[config.mk]
export PLATFORM = sky130hd
export DESIGN_NAME = aha_sys_reset_sequencer
export DESIGN_NICKNAME = d
export VERILOG_FILES = /design/src/rtl/aha_sys_reset_sequencer_pkg.sv /design/src/rtl/aha_sys_reset_sequencer_counter.sv /design/src/rtl/aha_sys_reset_sequencer.sv
export SDC_FILE = /design/constraint.sdc
export NUM_CORES = 1
export LEC_CHECK = 0
export CAP_MARGIN = 20
export CORE_MARGIN = 2
export CORE_UTILIZATION = 50
export CTS_CLUSTER_DIAMETER = 150
export DETAILED_ROUTE_END_ITERATION = 16
export PLACE_DENSITY = 0.88
export REMOVE_ABC_BUFFERS = 1
export SLEW_MARGIN = 40
export SYNTH_ARGS = -nofsm -noshare
export SYNTH_HDL_FRONTEND = slang
export SYNTH_SLANG_ARGS = --single-unit
export TNS_END_PERCENT = 1
[constraint.sdc]
create_clock -name CLK -period 2.1 [get_ports CLK]
set_input_delay 0.21 -clock CLK [delete_from_list [all_inputs] [get_ports CLK]]
set_output_delay 0.21 -clock CLK [all_outputs]
set_load 0.02 [all_outputs]
[src/rtl/aha_sys_reset_sequencer_pkg.sv]
// ---------------------------------------------------------------------------
// aha_sys_reset_sequencer_pkg
//
// Shared definitions for the system reset sequencer:
//   - seq_state_t  : sequencer FSM states (IDLE, QUIESCE, ASSERT, BLANK)
//   - CAUSE_*      : bit positions inside the sticky RESET_CAUSE register
//   - cnt_width()  : width of the shared down-counter for a given set of
//                    cycle counts (never narrower than one bit)
// ---------------------------------------------------------------------------
package aha_sys_reset_sequencer_pkg;

  typedef enum logic [1:0] {
    IDLE    = 2'd0,
    QUIESCE = 2'd1,
    ASSERT  = 2'd2,
    BLANK   = 2'd3
  } seq_state_t;

  localparam int CAUSE_SYSREQ = 0;
  localparam int CAUSE_LOCKUP = 1;
  localparam int CAUSE_WDOG   = 2;
  localparam int CAUSE_QTMO   = 3;

  // The counter only ever holds "cycles - 1", so clog2 of the largest cycle
  // count is enough. A degenerate all-ones configuration still needs one bit.
  function automatic int cnt_width(input int a, input int b, input int c);
    int m;
    m = a;
    if (b > m) m = b;
    if (c > m) m = c;
    return (m < 2) ? 1 : $clog2(m);
  endfunction

endpackage

[src/rtl/aha_sys_reset_sequencer_counter.sv]
// ---------------------------------------------------------------------------
// aha_rst_seq_counter
//
// Loadable down-counter with a zero flag, shared by every timed state of the
// reset sequencer. Decrement saturates at zero so the count can never wrap.
//
// Ports:
//   CLK         in  clock
//   RESETn      in  asynchronous active-low reset (loads RESET_VALUE)
//   load        in  load load_value this cycle (takes priority over dec)
//   load_value  in  value to load
//   dec         in  decrement by one when non-zero
//   zero        out count is zero
// ---------------------------------------------------------------------------
module aha_rst_seq_counter #(
  parameter int                 WIDTH       = 8,
  parameter logic [WIDTH-1:0]   RESET_VALUE = '0
) (
  input  logic             CLK,
  input  logic             RESETn,
  input  logic             load,
  input  logic [WIDTH-1:0] load_value,
  input  logic             dec,
  output logic             zero
);

  logic [WIDTH-1:0] count;

  // Load wins over decrement; decrement stops at zero so the owning state
  // always reloads before anything could underflow.
  always_ff @(posedge CLK or negedge RESETn) begin
    if (!RESETn) begin
      count <= RESET_VALUE;
    end else if (load) begin
      count <= load_value;
    end else if (dec && (count != '0)) begin
      count <= count - WIDTH'(1);
    end
  end

  assign zero = (count == '0);

endmodule

[src/rtl/aha_sys_reset_sequencer.sv]
// ---------------------------------------------------------------------------
// aha_sys_reset_sequencer
//
// Always-on sequencer for the system-domain reset. On a registered combined
// reset request it (optionally) quiesces the system bus, holds SYSRESETn low
// for HOLD_CYCLES, then ignores requests for BLANK_CYCLES while the system
// restarts. The cause of each reset is accumulated in a sticky register.
//
// Build option:
//   AHA_RST_SEQ_QUIESCE_EN  defined   : QUIESCE handshake via SYS_QREQ/SYS_QACK
//                                       with a QTIMEOUT_CYCLES timeout
//                           undefined : IDLE goes straight to ASSERT,
//                                       SYS_QREQ tied low, SYS_QACK unused,
//                                       RESET_CAUSE[3] always 0
//
// Ports:
//   CLK                   in   always-on clock
//   RESETn                in   asynchronous active-low power-on reset
//   SYSRESETREQ_COMBINED  in   registered level reset request
//   CAUSE_IN[2:0]         in   {wdog, lockup, sysresetreq} flags
//   CAUSE_CLR             in   pulse, clears RESET_CAUSE
//   SYS_QACK              in   quiesce acknowledge (level)
//   SYS_QREQ              out  quiesce request (registered)
//   SYSRESETn             out  system reset, active-low (registered)
//   BUSY                  out  sequencer not in IDLE (registered)
//   RESET_CAUSE[3:0]      out  sticky {qtimeout, wdog, lockup, sysresetreq}
// ---------------------------------------------------------------------------
module aha_sys_reset_sequencer
  import aha_sys_reset_sequencer_pkg::*;
#(
  parameter int HOLD_CYCLES     = 16,
  parameter int BLANK_CYCLES    = 8,
  parameter int QTIMEOUT_CYCLES = 256
) (
  input  logic       CLK,
  input  logic       RESETn,
  input  logic       SYSRESETREQ_COMBINED,
  input  logic [2:0] CAUSE_IN,
  input  logic       CAUSE_CLR,
  input  logic       SYS_QACK,
  output logic       SYS_QREQ,
  output logic       SYSRESETn,
  output logic       BUSY,
  output logic [3:0] RESET_CAUSE
);

  localparam int CNT_W = cnt_width(HOLD_CYCLES, BLANK_CYCLES, QTIMEOUT_CYCLES);

  localparam logic [CNT_W-1:0] HOLD_LOAD  = CNT_W'(HOLD_CYCLES - 1);
  localparam logic [CNT_W-1:0] BLANK_LOAD = CNT_W'(BLANK_CYCLES - 1);
`ifdef AHA_RST_SEQ_QUIESCE_EN
  localparam logic [CNT_W-1:0] QTMO_LOAD  = CNT_W'(QTIMEOUT_CYCLES - 1);
`endif

  seq_state_t       state;
  logic             cnt_load;
  logic [CNT_W-1:0] cnt_load_value;
  logic             cnt_dec;
  logic             cnt_zero;
  logic [3:0]       cause_next;

  // Power-on lands in ASSERT with the hold count preloaded, so the counter
  // resets to the same value the ASSERT state would load.
  aha_rst_seq_counter #(
    .WIDTH       (CNT_W),
    .RESET_VALUE (HOLD_LOAD)
  ) u_counter (
    .CLK        (CLK),
    .RESETn     (RESETn),
    .load       (cnt_load),
    .load_value (cnt_load_value),
    .dec        (cnt_dec),
    .zero       (cnt_zero)
  );

  // Counter control: every transition into a timed state loads that state's
  // length minus one; otherwise the current timed state counts down.
  always_comb begin
    cnt_load       = 1'b0;
    cnt_load_value = HOLD_LOAD;
    cnt_dec        = 1'b0;
    case (state)
      IDLE: begin
        if (SYSRESETREQ_COMBINED) begin
          cnt_load = 1'b1;
`ifdef AHA_RST_SEQ_QUIESCE_EN
          cnt_load_value = QTMO_LOAD;
`else
          cnt_load_value = HOLD_LOAD;
`endif
        end
      end
      QUIESCE: begin
`ifdef AHA_RST_SEQ_QUIESCE_EN
        if (SYS_QACK || cnt_zero) begin
          cnt_load       = 1'b1;
          cnt_load_value = HOLD_LOAD;
        end else begin
          cnt_dec = 1'b1;
        end
`endif
      end
      ASSERT: begin
        if (cnt_zero) begin
          cnt_load       = 1'b1;
          cnt_load_value = BLANK_LOAD;
        end else begin
          cnt_dec = 1'b1;
        end
      end
      BLANK: begin
        cnt_dec = !cnt_zero;
      end
      default: begin
        cnt_load       = 1'b0;
      end
    endcase
  end

  // Sticky cause: a clear and a capture in the same cycle resolve as
  // clear-then-OR, so the freshly captured cause survives.
  always_comb begin
    cause_next = CAUSE_CLR ? 4'b0000 : RESET_CAUSE;
    if ((state == IDLE) && SYSRESETREQ_COMBINED) begin
      cause_next[CAUSE_SYSREQ] = cause_next[CAUSE_SYSREQ] | CAUSE_IN[CAUSE_SYSREQ];
      cause_next[CAUSE_LOCKUP] = cause_next[CAUSE_LOCKUP] | CAUSE_IN[CAUSE_LOCKUP];
      cause_next[CAUSE_WDOG]   = cause_next[CAUSE_WDOG]   | CAUSE_IN[CAUSE_WDOG];
    end
`ifdef AHA_RST_SEQ_QUIESCE_EN
    if ((state == QUIESCE) && !SYS_QACK && cnt_zero) begin
      cause_next[CAUSE_QTMO] = 1'b1;
    end
`endif
  end

  // Main sequencer FSM. All outputs are registered here so nothing on the
  // input side can reach an output combinationally. Requests arriving in
  // BLANK are simply not looked at; a request still high in IDLE restarts.
  always_ff @(posedge CLK or negedge RESETn) begin
    if (!RESETn) begin
      state       <= ASSERT;
      SYSRESETn   <= 1'b0;
      BUSY        <= 1'b1;
      RESET_CAUSE <= 4'b0000;
`ifdef AHA_RST_SEQ_QUIESCE_EN
      SYS_QREQ    <= 1'b0;
`endif
    end else begin
      RESET_CAUSE <= cause_next;
      case (state)
        IDLE: begin
          if (SYSRESETREQ_COMBINED) begin
            BUSY <= 1'b1;
`ifdef AHA_RST_SEQ_QUIESCE_EN
            state    <= QUIESCE;
            SYS_QREQ <= 1'b1;
`else
            state     <= ASSERT;
            SYSRESETn <= 1'b0;
`endif
          end
        end
        QUIESCE: begin
`ifdef AHA_RST_SEQ_QUIESCE_EN
          if (SYS_QACK || cnt_zero) begin
            state     <= ASSERT;
            SYSRESETn <= 1'b0;
          end
`else
          state <= IDLE;
          BUSY  <= 1'b0;
`endif
        end
        ASSERT: begin
          if (cnt_zero) begin
            state     <= BLANK;
            SYSRESETn <= 1'b1;
`ifdef AHA_RST_SEQ_QUIESCE_EN
            SYS_QREQ  <= 1'b0;
`endif
          end
        end
        BLANK: begin
          if (cnt_zero) begin
            state <= IDLE;
            BUSY  <= 1'b0;
          end
        end
        default: begin
          state     <= IDLE;
          BUSY      <= 1'b0;
          SYSRESETn <= 1'b1;
        end
      endcase
    end
  end

`ifndef AHA_RST_SEQ_QUIESCE_EN
  // Without the quiesce handshake the request is permanently idle and the
  // acknowledge is deliberately left unconnected.
  logic unused_qack;
  assign unused_qack = SYS_QACK;
  assign SYS_QREQ    = 1'b0;
`endif

endmodule
# ---- Word-level counts from Yosys, hierarchy flattened
# Cells that the tools add are included.
dict set report classes {
  add_sub_neg 1
  eq_ne 6
  muxes 21
  bitwise 3
  n_reduce_logical 12
}
# op count
set ops {}
lappend ops {{2-to-1 mux 8 bit} 2}
lappend ops {{AND reduction 3 bit} 3}
lappend ops {{logical NOT 8 bit} 1}
lappend ops {{2-to-1 mux 4 bit} 2}
lappend ops {{case mux 2 bit (4 select lines)} 1}
lappend ops {{nonzero test 8 bit} 1}
lappend ops {{subtractor 8 x 1 -> 8 bit, second input constant} 1}
lappend ops {{2-to-1 mux 1 bit} 7}
lappend ops {{2-to-1 mux 2 bit} 3}
lappend ops {{2-to-1 mux 3 bit} 2}
lappend ops {{inequality test 2 bit, second input constant} 3}
lappend ops {{case mux 1 bit (2 select lines)} 3}
lappend ops {{== test 2 bit, second input constant} 2}
lappend ops {{nonzero test 2 bit} 2}
lappend ops {{bitwise OR 1 bit} 3}
lappend ops {{case mux 1 bit (3 select lines)} 1}
lappend ops {{nonzero test 3 bit} 1}
lappend ops {{== test 2 x 1 -> 1 bit, second input constant} 1}
lappend ops {{logical AND 1 bit} 2}
lappend ops {{logical NOT 2 bit} 1}
lappend ops {{logical NOT 1 bit} 1}
dict set report word_totals {
  reg_bits 15
  input_bits 8
  out_inout_bits 7
  elab_cells 48
}

# ---- Depth between registers and ports, before layout
# Gate-level depths: netlist of the first run.
dict set report depth {
  depth_word 6
  mapped_depth 5
  ltp_nobuf 5
}

# ---- Modules after synthesis
# Synthesis of the first run repeated with hierarchy kept, for this count alone.
dict set report hier_totals {
  hier_cells 92
  hier_area_um2 859.6
}
# mod n_inst cells_each area_each_um2 seq_area_each_um2
set by_module_without_submodules {}
lappend by_module_without_submodules {aha_rst_seq_counter 1 58 533.0 205.2}
lappend by_module_without_submodules {aha_sys_reset_sequencer 1 34 326.6 177.7}

# ---- Least setup slack after synthesis of the first run
# OpenSTA, ideal clock, no wires.
dict set report synth_path {
  kind {reg-to-reg}
  start {register state[1]}
  end {register u_counter.count[7]}
  setup_ps 73
  t_arrival_ps 1727
  required_ps 2027
  setup_slack_ps 299
  stages_incl_launch_ff 5
  n_path_buf 1
  synth_period_minus_slack_ps 1801
  cell_sequence {dfstp_2 -> buf_6 -> or4b_4 -> or4_4 -> a21oi_2}
}
dict set report synth_via {
  elab_chain_cells 4
  word_cells_on_any_way 8
  cone_classes {2 x eq/ne; 3 x mux; 3 x reduce/logical}
}
# item line
set synth_lines {}
lappend synth_lines {{from (decl)} aha_sys_reset_sequencer.sv:55} ;# seq_state_t state;
lappend synth_lines {{from (signal assigned)} aha_sys_reset_sequencer.sv:141} ;# state <= ASSERT;
lappend synth_lines {{from (signal assigned)} aha_sys_reset_sequencer.sv:158} ;# state <= ASSERT;
lappend synth_lines {{from (signal assigned)} aha_sys_reset_sequencer.sv:170} ;# state <= IDLE;
lappend synth_lines {{== test 2 bit} aha_sys_reset_sequencer.sv:82} ;# case (state)
lappend synth_lines {{case mux 1 bit (2 select lines)} aha_sys_reset_sequencer.sv:82}
lappend synth_lines {{logical AND 1 bit} aha_sys_reset_sequencer_counter.sv:36} ;# end else if (dec && (count != '0)) begin
lappend synth_lines {{nonzero test 2 bit (no line)} --}
lappend synth_lines {{to (signal assigned)} aha_sys_reset_sequencer_counter.sv:35} ;# count <= load_value;
lappend synth_lines {{to (signal assigned)} aha_sys_reset_sequencer_counter.sv:37} ;# count <= count - WIDTH'(1);
lappend synth_lines {{to (decl)} aha_sys_reset_sequencer_counter.sv:27} ;# logic [WIDTH-1:0] count;
# Several ways; a longest one is shown, not always the timed one.
# A chain may end at the register's enable or synchronous reset.

# ---- Final worst setup path of the first run
dict set report layout_path {
  start {register u_counter.count[0]}
  end {register u_counter.count[1]}
}
dict set report layout_via {
  elab_chain_cells 5
  word_cells_on_any_way 12
  cone_classes {1 x add/sub; 6 x mux; 5 x reduce/logical}
}
# item
set layout_lines {}
lappend layout_lines {{parallel branches: the longest is 5 deep, another holds subtractor 8 x 1 -> 8 bit}}
# Several ways; the timed one is not identified. The select of a mux whose other input is x is not followed.

==> flow_summary.ini, run 1 <==
[detailed_routing]
routed_wirelength_um = 1688
drcViolationCount = 0
antenna_left = 0
first_pass_iters = 4
drt_iter0_markers = 22
via_per_inst = 6.054
wl_per_cell_um = 15.21
routed-via-count = 672

[logic_synthesis]
synth_flop_cell = dfrtp_1
netlist_area_sq_um = 837.1
yosysWarnings = 0
synth_top_area_cell = dfrtp_1
syn_avg_cell_area_sq_um = 10.21
synth_edf_count = 0
synth_cells = 82
synthArstFlopShare_pct = 100.0
ys_seq_area_share_pct = 45.74
ys_seq_elements = 15
synth_fa_ha_area_share_pct = 2.990
synth-xor-area-share_pct = 0
synth.distinct_cells = 35
synth-compound-area-share_pct = 23.02
synthSimpleGateAreaFrac_pct = 21.08
synth_area_leaders = dfrtp_1 (27%), dfstp_2 (19%), o21ai_0 (6.0%)
synth_top_area_share_pct = 26.91
synth_top_family_by_area = compound AO/OA/AOI/OAI gates
synthMuxAreaShare_pct = 0

[placed_design]
dp_slack_ns = 0.2463
globalplace.congestion = 0.8617
io_buffers = 11
place.detailed.hpwl_um = 1193
dp_cells = 107

[timing]
finalMaxSlewViolations = 0
fin_hold_ws_ns = 0.3276
fin_tns_setup_ns = 0
fin_crit_sh_pct = 89.85
report.final.setup_viol = 0
finalWorstSetupSlack_ns = 0.2132
worst_pin_slew_ns = 0.6852
finClkSkew_ns = 0.0003941
timing.fmax_ghz = 0.5300
final-hold-violation-count = 0
maxSlewHeadroom_pct = 54.18
rsz0062_at_grt = false
period_needed_ns = 1.887

[global_routing]
grt_pass1_wl_um = 2946
grt_pass1_vias = 636
antenna_found_initial = 0
grt_max_degree = 16
grtUsageTotal_pct = 20.72
overflow = 0

[power]
p_total_uw = 1212
p_comb_share_pct = 40.8
power_switching_uw = 484.9
power_frac_seq_pct = 45.2
leakage_uw = 0.0003828
p_clk_share_pct = 14.1
power_per_cell_area_nw_per_um2 = 1248
peakVddDrop_mv = 0.6323
p_int_uw = 726.7
swShare_pct = 40.02

[setup_path]
worstPathArrival_ns = 2.13
path_max_fanout = 6
end_kind = flip-flop
required_ns = 2.34
criticalPathCategory = flip-flop to flip-flop
setup.worst_path.start_class = flip-flop

[cts]
holdBufCountCts = 0
clockBufferDepth = 2
clock_latency_ns = 0.29
cts_resized = 0
root_buffer = clkbuf_4
cts_buffers = 3
cts_tree = done
clk_pin_slew_ns = 0.09
cts-htree-levels = 1
numClockSinks = 15
postCtsSetupBuffers = 0

[job]
maxCapViolCount = 0

[floorplanning]
core_sq_um = 1541
start_util_pct = 54.30
die_height_um = 44.92
fp.dieW_um = 44.92
row_count = 14
die_area_sq_um = 2017
io_pins = 15

[final_layout]
fill_cells = 131
seq_area_sq_um = 382.9
drive_above_1_share_pct = 20.00
layout_common_cells = clkdlybuf4s50_1 (11), o21ai_0 (10), dfrtp_1 (9), inv_1 (8), a21oi_1 (7)
final_common_cell = clkdlybuf4s50_1
area_delta_synth_final_pct = 15.99
multi_input_area_sq_um = 401.6
layout.nets = 106
instances_no_fill = 111
antenna_cells = 0

[status]
status = finished, final reports clean

[min_path]
hold_path.class = primary input to asynchronous set/reset pin
-- routing by layer --
layer / wire (um) / global-route usage (%)
met1: 743 / 26.87
met2: 819 / 32.46
met3: 76 / 2.800
met4: 48 / 13.53
met5: 0 / 0
-- final cells by class --
| cell class | count | share of cell area [%] |
|---|---|---|
| clock buffer | 4 | 2.706 |
| inverter | 8 | 3.093 |
| multi-input combinational | 57 | 41.37 |
| sequential | 15 | 39.43 |
| tap | 16 | 2.062 |
| timing repair buffer | 11 | 11.34 |
-- synthesized netlist by cell type, types with 2 or more instances --
master    number
or2_2          3
inv_1          8
or4_1          3
dfstp_2        6
a21oi_1        7
nand2_1        5
ha_1           2
o21ai_0       10
a211oi_1       3
dfrtp_1        9
buf_4          2
-- flip-flops by register name, indices dropped and copies added (netlist names) --
name / count
RESET_CAUSE: 3
u_counter.count: 8
BUSY: 1
state: 2
SYSRESETn: 1
-- cells by family (layout without fill, tap and decap cells) --
group,Yosys count,after routing
flip-flops,15,15
AO/OA/AOI/OAI,28,28
other,1,2
buffers and inverters,11,23
adder cells (fa/ha/maj),2,2
AND/OR/NAND/NOR,25,25
-- critical path: stages (launching register included) --
cell	delay (ns)
dfstp_2	0.40
inv_1	0.12
ha_1	0.22
or4b_1	0.53
o31ai_4	0.38
o32a_1	0.19
-- power groups by stage --
stage               sequential (uW)  combinational, uW  clock (uW)
detailed placement              549                487           0
finish                          547                494         171
CTS                             543                495         172
global placement                541                472           0
global route                    565                560         183
floorplan                       543                336           0
-- stage by stage --
step / utilization (%) / area, sq um
2_1_floorplan: - / 814.5
3_3_place_gp: 61.28 / 944.7
3_5_place_dp: 61.28 / 944.7
4_1_cts: 62.99 / 970.9
5_1_grt: 62.99 / 970.9
6_report: 62.99 / 970.9
-- final timing paths --
| path | start | slack, ns | depth (start not counted) | endpoint |
|---|---|---|---|---|
| max | u_counter.count[0] | 0.21 | 5 | u_counter.count[1] |
| max reg2reg | u_counter.count[0] | 0.21 | 5 | u_counter.count[1] |
| min | RESETn | 0.33 | 1 | u_counter.count[5] |
| min in group CLK | CAUSE_IN[2] | 0.46 | 3 | RESET_CAUSE[2] |
| min reg2reg | BUSY | 0.50 | 1 | BUSY |
| max in group asynchronous | RESETn | 1.34 | 1 | state[0] |
No activity file was read; power rests on OpenSTA's default activity.
==> run 2: changes to the inputs <==
- CORE_MARGIN: 2 -> default
- CORE_UTILIZATION: 50 -> 59
- DONT_BUFFER_PORTS: default -> 1
- PLACE_DENSITY: 0.88 -> 0.86
- clock period: 2.1 -> 2.15 ns (I/O delays scaled with it)
==> flow_summary.ini, run 2 (synthesized netlist as in run 1, its figures left out) <==
[status]
status = finished, final reports clean

[cts]
cts_resized = 0
root_buffer = clkbuf_4
cts_tree = done
holdBufCountCts = 1
clk_pin_slew_ns = 0.09
numClockSinks = 15
clock_latency_ns = 0.28
postCtsSetupBuffers = 0
cts_buffers = 3
cts-htree-levels = 1
clockBufferDepth = 2

[timing]
timing.fmax_ghz = 0.5227
finalMaxSlewViolations = 0
worst_pin_slew_ns = 0.6431
rsz0062_at_grt = false
fin_tns_setup_ns = 0
report.final.setup_viol = 0
fin_hold_ws_ns = 0.02766
period_needed_ns = 1.913
fin_crit_sh_pct = 88.99
final-hold-violation-count = 0
finClkSkew_ns = 0.002670
maxSlewHeadroom_pct = 56.99
finalWorstSetupSlack_ns = 0.2367

[setup_path]
critPathSlowestCell = or4b_1
end_kind = flip-flop
setup.worst_path.start_class = flip-flop
path_max_fanout = 6
criticalPathCategory = flip-flop to flip-flop
cp_top_family = compound AO/OA/AOI/OAI gates
crit_chain = inv_1 > ha_1 > or4b_1 > o31ai_4 > o32a_1
required_ns = 2.38
critPathBufInv = 1
worstPathArrival_ns = 2.14
cpPeakStageDelay_ns = 0.53

[global_routing]
grtUsageTotal_pct = 24.34
grt.met3_usage_pct = 6.818
use_met1_pct = 28.42
grt_pass1_wl_um = 2463
grt_use_met2_pct = 38.11
grt_pass1_vias = 580
grt_max_degree = 16
globalRoute.busiestLayer = met2
overflow = 0
antenna_found_initial = 0

[detailed_routing]
wl_per_cell_um = 15.86
drcViolationCount = 0
routed-via-count = 635
antenna_left = 0
first_pass_iters = 3
routed_wirelength_um = 1586
drt_iter0_markers = 13
via_per_inst = 6.350

[power]
p_total_uw = 1125
peakVddDrop_mv = 0.7472
power_per_cell_area_nw_per_um2 = 1292
leakage_uw = 0.0003479

[final_layout]
final_common_cell = o21ai_0
area_delta_synth_final_pct = 4.036
reg.largest.list = u_counter.count x8, RESET_CAUSE x3, state x2
largest_register_ffs = 8
final_area_sq_um = 870.8
largest_register = u_counter.count
fill_cells = 104
layout.nets = 96
antenna_cells = 0
drive_above_1_share_pct = 23.53
layout_common_cells = o21ai_0 (10), dfrtp_1 (9), inv_1 (8), a21oi_1 (7), dfstp_2 (6)

[placed_design]
place.detailed.hpwl_um = 1145
io_buffers = 0
dp_slack_ns = 0.2641
placed_area_sq_um = 833.3
globalplace.congestion = 0.8095

[floorplanning]
start_util_pct = 63.53
row_count = 13
die_height_um = 39.67
die_area_sq_um = 1573
fp.dieW_um = 39.67
core_sq_um = 1318
io_pins = 15

[min_path]
hold_path.class = primary input to flip-flop

[job]
maxCapViolCount = 0
[run 2: cell types whose count changed in the layout (fill, tap and decap cells not counted), sizes merged]
cell           change
dlygate4sd3        +1
clkbuf             -1
clkinv             +1
clkdlybuf4s50     -11
[run 2: per-layer routing]
metal  up-vias  part of all wire [%]
li1        304                     -
met1       310                    46
met2        15                    48
met3         6                   3.4
met4         0                   2.3
met5         -                     0
[run 2: final cells by class]
| type | instances | area, sq um | area share (%) |
|---|---|---|---|
| timing repair buffer | 1 | 10.01 | 1.149 |
| multi-input combinational | 57 | 401.6 | 46.12 |
| clock inverter | 1 | 5.005 | 0.5747 |
| inverter | 8 | 30.03 | 3.448 |
| clock buffer | 3 | 22.52 | 2.586 |
| tap | 15 | 18.77 | 2.155 |
| sequential | 15 | 382.9 | 43.97 |
[run 2: worst paths after layout]
kind,startpoint,to,slack (ns),cells after the start
setup / recovery,u_counter.count[0],u_counter.count[1],0.24,5
hold / removal,CAUSE_CLR,RESET_CAUSE[1],0.03,1
setup reg to reg,u_counter.count[0],u_counter.count[1],0.24,5
hold reg to reg,BUSY,BUSY,0.55,1
max in group asynchronous,RESETn,RESET_CAUSE[2],1.35,1
min in group asynchronous,RESETn,u_counter.count[7],0.39,1
[run 2: metrics by stage]
| step | util, % | instances |
|---|---|---|
| global route | 66.10 | 100 |
| floorplan | - | 80 |
| finish | 66.10 | 100 |
| global placement | 63.25 | 95 |
| CTS | 66.10 | 100 |
| detailed placement | 63.25 | 95 |
[run 2: worst reg2reg max path: stages (launching register included)]
cell and delay [ns]:
dfstp_2 0.40, inv_1 0.12, ha_1 0.23, or4b_1 0.53
o31ai_4 0.39, o32a_1 0.20
[run 2: power breakdown]
group | leakage [uW] | internal [uW] | total [uW] | switching [uW]
logic | 0.000145 | 182 | 399 | 217
clock network | 0.0000177 | 69.1 | 158 | 88.5
registers | 0.000185 | 412 | 569 | 156
total | 0.000348 | 664 | 1130 | 462
==> run 3: changes to the inputs <==
- CTS_CLUSTER_SIZE: default -> 12
==> results of run 3 <==
No change in the layout: final DEF, timing and power equal those of run 2.
